[config.mk]
export PLATFORM = sky130hd
export DESIGN_NAME = psk_window_sched
export DESIGN_NICKNAME = d
export VERILOG_FILES = /design/src/rtl/dsp_psk_pkg.sv /design/src/rtl/psk_sym_fifo.sv /design/src/rtl/psk_window_sched.sv
export SDC_FILE = /design/constraint.sdc
export NUM_CORES = 1
export LEC_CHECK = 0
export CORE_MARGIN = 2
export CORE_UTILIZATION = 48
export DETAILED_ROUTE_END_ITERATION = 8
export PLACE_DENSITY_LB_ADDON = 0.1
export RECOVER_POWER = 25
export SETUP_SLACK_MARGIN = 0.02
export SYNTH_ARGS = -nofsm -noshare
export SYNTH_HDL_FRONTEND = slang
export SYNTH_SLANG_ARGS = --single-unit
[constraint.sdc]
create_clock -name clk -period 1.91 [get_ports clk]
set_input_delay 0.382 -clock clk [delete_from_list [all_inputs] [get_ports clk]]
set_output_delay 0.382 -clock clk [all_outputs]
set_load 0.03 [all_outputs]
[src/rtl/dsp_psk_pkg.sv]
// Shared types for the PSK correlator scheduler: FSM states, phase defaults, symbol layout.
package dsp_psk_pkg;

    localparam int NPHASE_DEF = 6;
    localparam int PH_W_DEF   = 3;

    typedef enum logic [1:0] {
        IDLE = 2'd0,
        ACQ  = 2'd1,
        LOCK = 2'd2
    } state_t;

    typedef struct packed {
        logic                amb;
        logic [PH_W_DEF-1:0] phase;
    } sym_t;

endpackage

[src/rtl/psk_sym_fifo.sv]
// Two-entry symbol FIFO; push-to-valid latency 1 cycle; pop on valid&ready, push and pop
// may coincide when non-empty; a push into a full FIFO without a pop is dropped and sets sticky overflow.
module psk_sym_fifo #(
    parameter int DW = 4
) (
    input  logic          clk,
    input  logic          rst,
    input  logic          push_vld,
    input  logic [DW-1:0] push_dat,
    output logic          pop_vld,
    output logic [DW-1:0] pop_dat,
    input  logic          pop_rdy,
    output logic          overflow
);

    logic [DW-1:0] head_q, head_d;
    logic [DW-1:0] tail_q, tail_d;
    logic [1:0]    cnt_q, cnt_d;
    logic          ovf_q, ovf_d;
    logic          pop;

    always_comb begin
        head_d = head_q;
        tail_d = tail_q;
        cnt_d  = cnt_q;
        ovf_d  = ovf_q;
        pop    = (cnt_q != 2'd0) && pop_rdy;
        case (cnt_q)
            2'd0: begin
                if (push_vld) begin
                    head_d = push_dat;
                    cnt_d  = 2'd1;
                end
            end
            2'd1: begin
                if (push_vld && pop) begin
                    head_d = push_dat;
                end else if (pop) begin
                    cnt_d = 2'd0;
                end else if (push_vld) begin
                    tail_d = push_dat;
                    cnt_d  = 2'd2;
                end
            end
            default: begin
                if (pop) begin
                    head_d = tail_q;
                    if (push_vld) begin
                        tail_d = push_dat;
                    end else begin
                        cnt_d = 2'd1;
                    end
                end else if (push_vld) begin
                    ovf_d = 1'b1;
                end
            end
        endcase
    end

    always_ff @(posedge clk) begin
        if (rst) begin
            head_q <= '0;
            tail_q <= '0;
            cnt_q  <= 2'd0;
            ovf_q  <= 1'b0;
        end else begin
            head_q <= head_d;
            tail_q <= tail_d;
            cnt_q  <= cnt_d;
            ovf_q  <= ovf_d;
        end
    end

    assign pop_vld  = (cnt_q != 2'd0);
    assign pop_dat  = head_q;
    assign overflow = ovf_q;

endmodule

[src/rtl/psk_window_sched.sv]
// Correlation window scheduler / symbol arbiter; window-end edge -> sym_valid 1 cycle later;
// symbols wait in a 2-deep FIFO on sym_ready, excess dropped (sticky overflow). DSP_SCHED_SLIP_EN enables code slip.
module psk_window_sched
    import dsp_psk_pkg::*;
#(
    parameter int NPHASE   = NPHASE_DEF,
    parameter int PH_W     = PH_W_DEF,
    parameter int WINDOW   = 48,
    parameter int LOCK_CNT = 4,
    parameter int MISS_MAX = 3,
    parameter int SLIP_AFT = 8
) (
    input  logic              clk,
    input  logic              rst,
    input  logic              en,
    input  logic [NPHASE-1:0] match_mask,
    output logic              corr_clr,
    output logic              code_slip,
    output logic [PH_W:0]     sym_data,
    output logic              sym_valid,
    input  logic              sym_ready,
    output logic              locked,
    output logic              overflow
);

    localparam int WC_W = $clog2(WINDOW);
    localparam int GC_W = $clog2(LOCK_CNT + 1);
    localparam int MC_W = $clog2(MISS_MAX + 1);

    state_t           state_q, state_d;
    logic [WC_W-1:0]  wcnt_q, wcnt_d;
    logic [GC_W-1:0]  good_cnt_q, good_cnt_d;
    logic [MC_W-1:0]  miss_cnt_q, miss_cnt_d;
    logic             win_end;
    logic             push;
    logic [PH_W-1:0]  dec_phase;
    logic             dec_era;
    logic             dec_amb;

    // Lowest set bit wins; more than one set bit flags the symbol as ambiguous.
    always_comb begin
        dec_phase = '0;
        for (int i = NPHASE - 1; i >= 0; i--) begin
            if (match_mask[i]) dec_phase = PH_W'(i);
        end
    end

    assign dec_era = (match_mask == '0);
    assign dec_amb = |(match_mask & (match_mask - NPHASE'(1)));

    always_comb begin
        state_d    = state_q;
        wcnt_d     = wcnt_q;
        good_cnt_d = good_cnt_q;
        miss_cnt_d = miss_cnt_q;
        push       = 1'b0;
        win_end    = en && !rst && (wcnt_q == WC_W'(WINDOW - 1));
        if (en) begin
            wcnt_d = win_end ? '0 : wcnt_q + WC_W'(1);
            case (state_q)
                IDLE: state_d = ACQ;
                ACQ: begin
                    if (win_end) begin
                        if (!dec_era && !dec_amb) begin
                            if (good_cnt_q == GC_W'(LOCK_CNT - 1)) begin
                                state_d    = LOCK;
                                good_cnt_d = '0;
                                miss_cnt_d = '0;
                            end else begin
                                good_cnt_d = good_cnt_q + GC_W'(1);
                            end
                        end else begin
                            good_cnt_d = '0;
                        end
                    end
                end
                LOCK: begin
                    if (win_end) begin
                        if (dec_era) begin
                            if (miss_cnt_q == MC_W'(MISS_MAX - 1)) begin
                                state_d    = ACQ;
                                good_cnt_d = '0;
                                miss_cnt_d = '0;
                            end else begin
                                miss_cnt_d = miss_cnt_q + MC_W'(1);
                            end
                        end else begin
                            push       = 1'b1;
                            miss_cnt_d = '0;
                        end
                    end
                end
                default: state_d = IDLE;
            endcase
        end
    end

    always_ff @(posedge clk) begin
        if (rst) begin
            state_q    <= IDLE;
            wcnt_q     <= '0;
            good_cnt_q <= '0;
            miss_cnt_q <= '0;
        end else begin
            state_q    <= state_d;
            wcnt_q     <= wcnt_d;
            good_cnt_q <= good_cnt_d;
            miss_cnt_q <= miss_cnt_d;
        end
    end

`ifdef DSP_SCHED_SLIP_EN
    localparam int EC_W = $clog2(SLIP_AFT + 1);

    logic [EC_W-1:0] era_cnt_q, era_cnt_d;
    logic            slip;

    // Counts consecutive erasure windows while acquiring; slip fires on the SLIP_AFT-th.
    always_comb begin
        era_cnt_d = era_cnt_q;
        slip      = 1'b0;
        if (state_q != ACQ) begin
            era_cnt_d = '0;
        end else if (win_end) begin
            if (!dec_era) begin
                era_cnt_d = '0;
            end else if (era_cnt_q == EC_W'(SLIP_AFT - 1)) begin
                slip      = 1'b1;
                era_cnt_d = '0;
            end else begin
                era_cnt_d = era_cnt_q + EC_W'(1);
            end
        end
    end

    always_ff @(posedge clk) begin
        if (rst) begin
            era_cnt_q <= '0;
        end else begin
            era_cnt_q <= era_cnt_d;
        end
    end

    assign code_slip = slip;
`else
    assign code_slip = 1'b0;
`endif

    psk_sym_fifo #(
        .DW(PH_W + 1)
    ) u_fifo (
        .clk      (clk),
        .rst      (rst),
        .push_vld (push),
        .push_dat ({dec_amb, dec_phase}),
        .pop_vld  (sym_valid),
        .pop_dat  (sym_data),
        .pop_rdy  (sym_ready),
        .overflow (overflow)
    );

    assign corr_clr = win_end;
    assign locked   = (state_q == LOCK);

endmodule
==> run_results.csv <==
group,metric,value,unit
run_status,status,"finished clean",
timing,finalCritPeriodShare,99.6,%
cts,clkTransAtPathRegs,0.13,ns
critical_path,cp_max_fo,3,
drt,avgViaCountPerCell,5.65,
drt,drcViolationCount,0,
placed_design,io_buffer_count,17,
floorplan,design.die.area,0.00331,mm²
synth,synthMuxAreaShare,5.18,%
drt,routed-wl-met2,1760,µm
drt,wl_per_cell,13.8,µm
power_and_ir_drop,leakage,0.837,nW
floorplan,initial_core_util,50.4,%
global_routing,grt_start_max_net_pins,27,
synth,synth-edff-count,0,
global_routing,grt_use_total,22.7,%
floorplan,ioPinCount,19,
synth,synth_top_flop_cell,"dfxtp_1",
cts,cts.path.max_buffers,2,
floorplan,num_rows,19,
synth,postSynthCellCount,169,
final_layout,utilization,72.0,%
timing,setup_viol_count_final,0,
critical_path,crit_path_cell_trace,"or3b_4, or2_4, inv_4, buf_6",
timing,final.setup_skew,0.00429,ns
global_routing,grt_pass1_wl,5840,µm
cts,h-tree-depth,1,
cts,clock-sinks,24,
global_routing,grt_antenna_before_repair,0,
placed_design,place_hpwl,2420,µm
floorplan,core,0.00273,mm²
cts,numCtsBuffers,3,
synth,synth_top_family_by_area,"simple AND/OR/NAND/NOR gates",
critical_path,cp-end-kind,"primary output",
synth,synth_compound_area_share,23.1,%
synth,synth.distinct_cells,47,
job,cap_violations,0,
critical_path,critPathKind,"reg2out",
drt,drt_wl_total,3450,µm
synth,avgSynthCellArea,8.15,µm²
drt,dr_total_vias,1408,
placed_design,gp_routability_congestion,0.785,
drt,drt_iter0_drc,51,
drt,met3WireLength,107,µm
synth,ys_seq_area_share,34.9,%
cts,cts_tree,"done",
timing,hold_viol_final,0,
drt,top_layer_used,"met4",
timing,drv_slew,0,
placed_design,post_dp_cell_area,0.00176,mm²
synth,synth-xor-area-share,2.54,%
final_layout,syn2layout_area_growth,42.9,%
drt,met1_length,1530,µm
global_routing,grt_pass1_vias,1326,
timing,grt_setup_unrepaired,"yes",
synth,ys_seq_elements,24,
synth,yosysWarningCount,0,
critical_path,worstPathArrival,1.52,ns
synth,synth-simple-area-share,26.4,%
floorplan,die_w,57.6,µm
hold_path,hold_path.class,"reg2reg",
cts,cts-root-buf,"clkbuf_4",
power_and_ir_drop,powerDensity,525,mW/mm²
timing,fmax,526,MHz
cts,clkLatencyLatePin,0.33,ns
critical_path,worst-endpoint-required,1.53,ns
drt,ant_nets,0,
final_layout,antenna_cells,0,
critical_path,cpMaxStageDelayCell,"or3b_4",
critical_path,slowest_delay,0.39,ns
synth,synth_area,0.00138,mm²
global_routing,grt_overflow,0,
floorplan,die-height,57.6,µm
timing,period_minus_slack,1.90,ns
synth,synthAdderAreaFrac,1.82,%
power_and_ir_drop,vdd_drop_max,0.000708,V
cts,cts_hold_buf,0,
final_layout,num-fill-cells,214,
critical_path,start_kind,"register",
drt,first_pass_iters,4,
final_layout,drive_above_1_share,31.2,%
critical_path,cp_top_family,"simple AND/OR/NAND/NOR gates",
final_layout,fin_nets,231,
critical_path,cp_num_buf_inv,2,
synth,syn-num-nets,181,
final_layout,final_area,0.00197,mm²
synth,async_reset_ff_share,0,%
## metrics by stage
stage	worst slack (ns)	total power, mW	std cells	hold WS (ns)	TNS [ns]
after CTS	0.00680	1.02	242	0.474	0
after floorplan	-0.00135	0.592	169	0.431	-0.00135
after global routing	-0.0366	1.07	249	0.516	-0.152
after global placement	-0.336	0.647	235	0.440	-5.26
final	0.00785	1.03	249	0.473	0
after detailed placement	-0.384	0.651	235	0.455	-5.90
## synthesized netlist by cell type, drive strengths merged, types with 2 or more instances
master / count / share of area (%)
dfxtp: 24 / 35
nor2: 22 / 6.0
a21oi: 15 / 5.4
nand2: 9 / 2.5
inv: 8 / 2.2
buf: 6 / 2.5
mux2i: 6 / 4.4
a211oi: 5 / 2.7
nand2b: 5 / 2.3
nor2b: 5 / 2.3
a31oi: 4 / 1.8
clkbuf: 4 / 1.1
nor3: 4 / 1.5
nor4: 4 / 2.3
and3: 3 / 1.4
nand3: 3 / 1.1
nand4: 3 / 1.4
or2: 3 / 1.4
xnor2: 3 / 1.9
a21o: 2 / 1.1
a311o: 2 / 1.5
a32o: 2 / 1.5
ha: 2 / 1.8
o21a: 2 / 1.1
o21ai: 2 / 0.73
o221ai: 2 / 1.3
or3: 2 / 0.91
or4: 2 / 1.4
## tightest hold or removal path, delay by kind of cell (launching register included)
family           cells  cell delay (ns)
flip-flops           1             0.34
AO/OA/AOI/OAI        1             0.05
AND/OR/NAND/NOR      1             0.05
## worst paths after layout
path	depth (start not counted)	slack [ns]	startpoint	end
max	4	0.008	wcnt_q[4]	corr_clr
max reg2reg	6	0.04	wcnt_q[0]	u_fifo.tail_q[0]
min	2	0.47	u_fifo.tail_q[3]	u_fifo.tail_q[3]
min reg2reg	2	0.47	u_fifo.tail_q[3]	u_fifo.tail_q[3]
## state kept, by name, indices dropped and copies added (netlist names)
signal	cells
good_cnt_q	3
miss_cnt_q	2
state_q	2
u_fifo.cnt_q	2
u_fifo.overflow	1
u_fifo.pop_dat	4
u_fifo.tail_q	4
wcnt_q	6
## where the power goes
| part | switching [mW] | internal, mW | total [mW] |
|---|---|---|---|
| Combinational | 0.0687 | 0.0694 | 0.138 |
| Sequential | 0.00856 | 0.507 | 0.516 |
| Clock | 0.167 | 0.213 | 0.379 |
| Total | 0.244 | 0.789 | 1.03 |
## what timing repair did
action                                  CTS  global route
endpoints found under the hold margin     0             0
buffers inserted                          3             7
gates resized for setup                  11            18
pin swaps                                 4            10
endpoints found under the setup margin   11            15
## layout by cell type, fill, tap and decap left out, types with 3 or more instances in the layout
cell             Yosys  final
a211oi_1             5      4
a21oi_1             15     12
a21oi_2              0      3
a31oi_1              4      4
buf_4                2     36
clkbuf_4             0      5
clkdlybuf4s50_1      0      7
dfxtp_1             24     20
dfxtp_2              0      3
dlygate4sd2_1        0      3
dlymetal6s2s_1       0      6
inv_1                8      7
mux2i_1              6      6
nand2_1              9      9
nand2b_1             5      5
nand3_1              3      3
nand4_1              3      3
nor2_1              22     21
nor2b_1              5      5
nor3_1               4      4
xnor2_1              3      3
## final cells by class
type / count / area (µm²) / share of cell area, %
flip-flops and latches: 24 / 488 / 24.8
inverters: 8 / 32.5 / 1.65
well taps: 31 / 38.8 / 1.97
clock inverters: 1 / 30.0 / 1.53
multi-input cells: 127 / 888 / 45.1
clock buffers: 3 / 22.5 / 1.14
repair buffers: 55 / 468 / 23.8
## kinds of logic after synthesis
logic type / Yosys count
AO/OA/AOI/OAI: 44
XOR/XNOR: 4
adder cells (fa/ha/maj): 2
buffers and inverters: 18
flip-flops: 24
multiplexers: 7
other: 1
AND/OR/NAND/NOR: 69
## layer usage
| layer | vias to the layer above | track usage [%] |
|---|---|---|
| met5 | - | 0 |
| met4 | 0 | 9.30 |
| met3 | 5 | 4.76 |
| met2 | 26 | 40.1 |
| met1 | 670 | 26.5 |
| li1 | 707 | - |
Power figures use the tool's default switching activity.
